--- config.mk ---
export PLATFORM = sky130hd
export DESIGN_NAME = sevenseg_scan_ctrl
export DESIGN_NICKNAME = d
export VERILOG_FILES = /design/src/rtl/sevenseg_scan_ctrl.sv
export SDC_FILE = /design/constraint.sdc
export NUM_CORES = 1
export LEC_CHECK = 0
export BUFFER_PORTS_ARGS = -buffer_cell sky130_fd_sc_hd__buf_2
export CAP_MARGIN = 20
export CELL_PAD_IN_SITES_DETAIL_PLACEMENT = 2
export CELL_PAD_IN_SITES_GLOBAL_PLACEMENT = 2
export CORE_MARGIN = 2
export CORE_UTILIZATION = 35
export CTS_CLUSTER_SIZE = 25
export DETAILED_ROUTE_END_ITERATION = 7
export PLACE_DENSITY = 0.79
export SYNTH_ARGS = -nofsm -noshare
export SYNTH_HDL_FRONTEND = slang
export SYNTH_SLANG_ARGS = --single-unit
--- constraint.sdc ---
create_clock -name clk -period 1.7 [get_ports clk]
set_input_delay 0.085 -clock clk [delete_from_list [all_inputs] [get_ports clk]]
set_output_delay 0.085 -clock clk [all_outputs]
set_load 0.05 [all_outputs]
--- src/rtl/sevenseg_scan_ctrl.sv ---
// Time-multiplexed BCD scan controller feeding one registered 7-segment decoder.
// Latency: seg_bcd loads on slot cycle 0; digit_en rises BLANK_CYCLES into the slot. No backpressure.
// Double-buffered display word: loads land in shadow, promoted to active only at frame boundaries.
module sevenseg_scan_ctrl #(
    parameter int NUM_DIGITS   = 4,
    parameter int REFRESH_DIV  = 1000,
    parameter int BLANK_CYCLES = 2
) (
    input  logic                    clk,
    input  logic                    rst_n,
    input  logic                    load,
    input  logic [4*NUM_DIGITS-1:0] value,
    input  logic                    lz_blank,
    output logic [3:0]              seg_bcd,
    output logic [NUM_DIGITS-1:0]   digit_en,
    output logic                    frame_done
);

    localparam int CW = (REFRESH_DIV > 1) ? $clog2(REFRESH_DIV) : 1;
    localparam int IW = (NUM_DIGITS > 1) ? $clog2(NUM_DIGITS) : 1;
    localparam logic [CW-1:0] CNT_LAST  = CW'(REFRESH_DIV - 1);
    localparam logic [CW-1:0] CNT_BLANK = CW'(BLANK_CYCLES);
    localparam logic [IW-1:0] IDX_LAST  = IW'(NUM_DIGITS - 1);

    logic [CW-1:0]             cnt;
    logic [IW-1:0]             idx;
    logic [4*NUM_DIGITS-1:0]   shadow;
    logic [4*NUM_DIGITS-1:0]   active;
    logic                      slot_supp;

    logic                      cnt_wrap;
    logic                      frame_start;
    logic [4*NUM_DIGITS-1:0]   act_sel;
    logic [3:0]                cur_digit;
    logic                      upper_zero;
    logic [NUM_DIGITS-1:0]     one_hot;

    // cnt/idx name the slot cycle the outputs will present after the next edge,
    // so the frame boundary is the edge that loads digit 0 of a new frame.
    always_comb begin
        cnt_wrap    = (cnt == CNT_LAST);
        frame_start = (cnt == '0) && (idx == '0);
        act_sel     = active;
        if (frame_start) begin
            act_sel = load ? value : shadow;
        end
        cur_digit  = 4'h0;
        upper_zero = 1'b1;
        one_hot    = '0;
        for (int i = 0; i < NUM_DIGITS; i++) begin
            if (IW'(i) == idx) begin
                cur_digit  = act_sel[4*i +: 4];
                one_hot[i] = 1'b1;
            end
            if ((IW'(i) >= idx) && (act_sel[4*i +: 4] != 4'h0)) begin
                upper_zero = 1'b0;
            end
        end
    end

    always_ff @(posedge clk or negedge rst_n) begin
        if (!rst_n) begin
            cnt        <= '0;
            idx        <= '0;
            shadow     <= '0;
            active     <= '0;
            slot_supp  <= 1'b0;
            seg_bcd    <= 4'h0;
            digit_en   <= '0;
            frame_done <= 1'b0;
        end else begin
            if (load) begin
                shadow <= value;
            end
            active <= act_sel;

            if (cnt_wrap) begin
                cnt <= '0;
                idx <= (idx == IDX_LAST) ? '0 : idx + IW'(1);
            end else begin
                cnt <= cnt + CW'(1);
            end

            if (cnt == '0) begin
                seg_bcd   <= cur_digit;
                slot_supp <= lz_blank && (idx != '0) && upper_zero;
            end

            // Blanking window hides decoder latency and ghosting between digits.
            if ((cnt < CNT_BLANK) || slot_supp) begin
                digit_en <= '0;
            end else begin
                digit_en <= one_hot;
            end

            frame_done <= cnt_wrap && (idx == IDX_LAST);
        end
    end

endmodule

# After elaboration in Yosys (flattened, before gate mapping)
# Cells that the tools add are included.
# word_totals
ramBits,0
inputBits,20
n_memories,0
latchBits,0
word_cells,53
regBits,54
romBits,0
# op_classes
bitwise_logic,0
muxes,17
n_addsub,2
div_mod_pow,0
magnitude_cmp,5
shifts,0
eq_ne,5
n_reduce_logical,16
mul,0
# ops
op,count
$mux W16,2
$mux W4,5
$reduce_bool A4 Y1,4
$add A10 B1 Y10 const B,1
$eq A10 B10 Y1 const B,1
$logic_not A10 Y1,1
$lt A10 B2 Y1 const B,1
$mux W10,1
$logic_and A1 B1 Y1,8
$mux W1,8
$eq A2 B2 Y1 const A,2
$ge A1 B2 Y1 const A,2
$ge A2 B2 Y1 const A,2
$add A2 B1 Y2 const B,1
$eq A1 B2 Y1 const A,1
$eq A2 B2 Y1 const B,1
$logic_not A2 Y1,1
$mux W2,1
$reduce_bool A2 Y1,1
$logic_or A1 B1 Y1,1

# Depth between registers and ports, before layout
# depth
ltp_word,10
ltp_mapped,7

# Least setup slack after synthesis
# OpenSTA, ideal clock, no wires.
# synth_timing
kind,reg-to-reg
startpoint,register cnt[0]
endpoint,register idx[0]
arrival_time_ps,1554
t_required_ps,1575
setup_slack_ps,21
path_stages_with_launch,6
path_buffers,0
path_cell_list,dfrtp_1 -> ha_1 -> and4bb_2 -> nand2_1 -> nor3_4 -> mux2_2
# synth_between
elab_chain_len,1
# synth_lines
element,line,text
from (decl),25,logic [CW-1:0] cnt;
from (signal assigned),81,cnt <= cnt + CW'(1);
$eq A10 B10 Y1,41,cnt_wrap = (cnt == CNT_LAST);
to (signal assigned),79,idx <= (idx == IDX_LAST) ? '0 : idx + IW'(1);
to (decl),26,logic [IW-1:0] idx;
# Every way passes these cells.
# A chain may end at the register's enable or synchronous reset.

# Worst setup path after layout
# layout_timing
startpoint,register cnt[3]
endpoint,register idx[0]
# The elaborated chain is that of the path after synthesis.

==> impl_metrics.py <==
metrics = {
    "synthesis": {
        "ys.flop_type": "dfrtp_1",
        "synth_seq_cells": 50,
        "async_flop_share_pct": 100.0,
        "syn_area_per_cell_um2": 11.98,
        "ys_warn_count": 0,
        "synth_top_area_cell": "dfrtp_1",
        "synth_top_cell_area_share_pct": 51.20,
        "synth.distinct_cells": 43,
        "synthCells": 204,
        "synthesis.nets": 231,
        "syn_area_um2": 2444,
        "synth-edff-count": 0,
        "synthTopCellsByArea": "dfrtp_1 51%, mux2_2 12%, ha_1 3.6%",
        "yosysSeqAreaShare_pct": 51.20,
    },
    "timing": {
        "period_minus_slack_ps": 1645,
        "tightestPinTransition_ps": 591.9,
        "relSlewSlack_pct": 60.18,
        "drv_slew": 0,
        "final_min_period_over_clock_period_pct": 96.77,
        "finClkSkew_ps": 13.79,
        "setup_viol": 0,
        "rsz0062_at_grt": "true",
        "fmax_ghz": 0.6079,
        "finalHoldViolCount": 0,
        "timing.hold.ws_ps": 26.73,
        "tns_ps": 0,
    },
    "layout": {
        "nNetsFinal": 281,
        "drive_gt1_share_pct": 40.94,
        "syn_to_final_growth_pct": 21.15,
        "postLayoutCellArea_um2": 2960,
        "antennaDiodeCount": 0,
    },
    "clock_network": {
        "cts_tree": "built",
        "clockRootBuffer": "clkbuf_8",
        "cts.clk_slew.worst_paths_ps": 100,
        "clkSinkCount": 50,
        "numCtsBuffers": 5,
        "clk_latency_ps": 310,
        "htree_levels": 2,
        "cts_buffer_depth": 2,
    },
    "grt": {
        "gr-total-overflow": 0,
        "grt_pass1_vias": 2024,
        "antenna_found_initial": 0,
        "track_usage_pct": 18.61,
        "grt_max_degree": 26,
        "grt_pass1_wl_um": 10780,
    },
    "worst_setup_path": {
        "crit_type": "reg -> reg",
        "cpMaxStageDelayCell": "dfrtp_1",
        "critPathMaxFanout": 4,
        "critPathMaxStageDelay_ps": 430,
        "critPathRequiredTime_ps": 1890,
        "critPathLaunchType": "register",
        "crit_arrival_ps": 1830,
        "cp-end-kind": "register",
        "worstPathCellList": "buf_6 -> and4bb_2 -> nand2_2 -> nor3_4 -> mux2_4",
    },
    "power_and_ir_drop": {
        "p_per_area_nw_per_um2": 742.3,
        "finalPower_mw": 2.197,
        "peakVddDrop_mv": 0.2045,
        "p_leak_nw": 1.337,
    },
    "die": {
        "dieArea_um2": 7666,
        "core.rowCount": 30,
        "initial_utilization_pct": 36.17,
        "coreArea_um2": 6756,
        "io_pins": 29,
        "fp.dieH_um": 87.56,
        "die_w_um": 87.56,
    },
    "job": {
        "maxCapViolCount": 0,
    },
    "drt": {
        "drc": 0,
        "vias": 1805,
        "wire_per_inst_um": 19.73,
        "drtPass1Iterations": 4,
        "wirelength_um": 6590,
        "ant_nets": 0,
        "drt-initial-drc-count": 44,
        "via_per_inst": 5.404,
    },
    "place": {
        "io_buffers": 28,
        "gp_congestion": 0.7827,
        "placed_cell_area_um2": 2788,
        "hpwl_um": 4802,
    },
    "min_path": {
        "hold_class": "in -> reg",
    },
    "outcome": {
        "status": "completed",
    },
}
## routing by layer
layer	vias up	part of all wire, %	track usage (%)
met5	-	0	0
met4	0	0.85	3.776
met3	7	2.5	3.393
met2	23	57	36.29
met1	942	40	20.94
li1	833	-	-
## registers in the layout, summed over array words and instances, names as in the netlist
register	count
seg_bcd	4
shadow	16
digit_en	4
slot_supp	1
idx	2
active	12
cnt	10
frame_done	1
## metrics by stage
step | setup WS, ps | util (%) | cells
detailed placement | -33.84 | 41.26 | 324
global route | -35.75 | 43.81 | 334
CTS | 6.928 | 42.78 | 332
global placement | 88.85 | 41.26 | 324
floorplan | 21.08 | - | 204
finish | 54.92 | 43.81 | 334
## kinds of logic after synthesis
logic type,after synthesis,synth area share [%]
AO/OA/AOI/OAI,35,9.729
XOR/XNOR,7,2.509
adder cells (fa/ha/maj),7,3.584
buffers and inverters,17,4.096
flip-flops,50,51.20
multiplexers,32,14.49
AND/OR/NAND/NOR,56,14.39
## layout make-up
class | instances | area, µm²
clock buffers | 5 | 68.82
clock inverters | 2 | 13.76
fillers | 739 | 3796
inverters | 7 | 26.28
multi-input cells | 137 | 1152
flip-flops and latches | 50 | 1252
well taps | 80 | 100.1
repair buffers | 53 | 346.6
## cells in the final DEF, fill, tap and decap left out, types with 3 or more instances in the layout
cell / synthesis / layout
mux2i_1: 5 / 4
xnor2_1: 4 / 4
o22ai_1: 3 / 3
nand2_1: 10 / 9
nand3_1: 5 / 5
and2_1: 6 / 6
inv_1: 7 / 5
and3_1: 3 / 3
buf_2: 2 / 28
mux2_2: 27 / 25
o21ai_0: 4 / 4
ha_1: 7 / 3
a21oi_1: 11 / 11
xor2_1: 3 / 3
a211oi_1: 4 / 4
dfrtp_1: 50 / 49
a221o_1: 3 / 3
buf_4: 1 / 22
clkbuf_8: 0 / 5
nor2_1: 12 / 12
## report_power, final
| group | internal (mW) | switching, mW | leakage [nW] | total, mW |
|---|---|---|---|---|
| sequential | 1.25 | 0.0344 | 0.614 | 1.29 |
| clock | 0.285 | 0.411 | 0.0444 | 0.696 |
| combinational | 0.0879 | 0.124 | 0.679 | 0.212 |
## cells in the mapped netlist (2+ instances only)
master    count
dfrtp_1      50
mux2_2       27
nor2_1       12
a21oi_1      11
nand2_1      10
ha_1          7
inv_1         7
and2_1        6
mux2i_1       5
nand3_1       5
a211oi_1      4
buf_6         4
o21ai_0       4
xnor2_1       4
a221o_1       3
and3_1        3
clkbuf_1      3
o22ai_1       3
xor2_1        3
a221oi_1      2
a31oi_1       2
buf_2         2
nand3b_1      2
nand4_1       2
nor2b_1       2
nor3_1        2
nor4_1        2
nor4_4        2
## worst max-delay path: cells and delay by family (launching register included)
| kind | cells | cell delay [ps] |
|---|---|---|
| and+or+nand+nor | 3 | 630 |
| buffers and inverters | 1 | 140 |
| DFF | 1 | 430 |
| muxes | 1 | 330 |
## final timing paths
check	start	endpoint	slack [ps]	cells after the start
worst min-delay path	value[0]	shadow[0]	30	2
worst min register to register	cnt[0]	cnt[0]	500	1
worst max-delay path	cnt[3]	idx[0]	50	5
worst max register to register	cnt[3]	idx[0]	50	5
max in group asynchronous	rst_n	idx[1]	930	3
min in group asynchronous	rst_n	shadow[9]	150	2
## repair_timing
item | in CTS | in global routing
cloned | 0 | 0
endpoints found under the hold margin | 45 | 0
endpoints found under the setup margin | 5 | 8
gates resized for setup | 4 | 14
pin swaps | 0 | 5
hold buffers | 1 | 0
buffers inserted | 0 | 2
No activity file was read; power rests on OpenSTA's default activity.
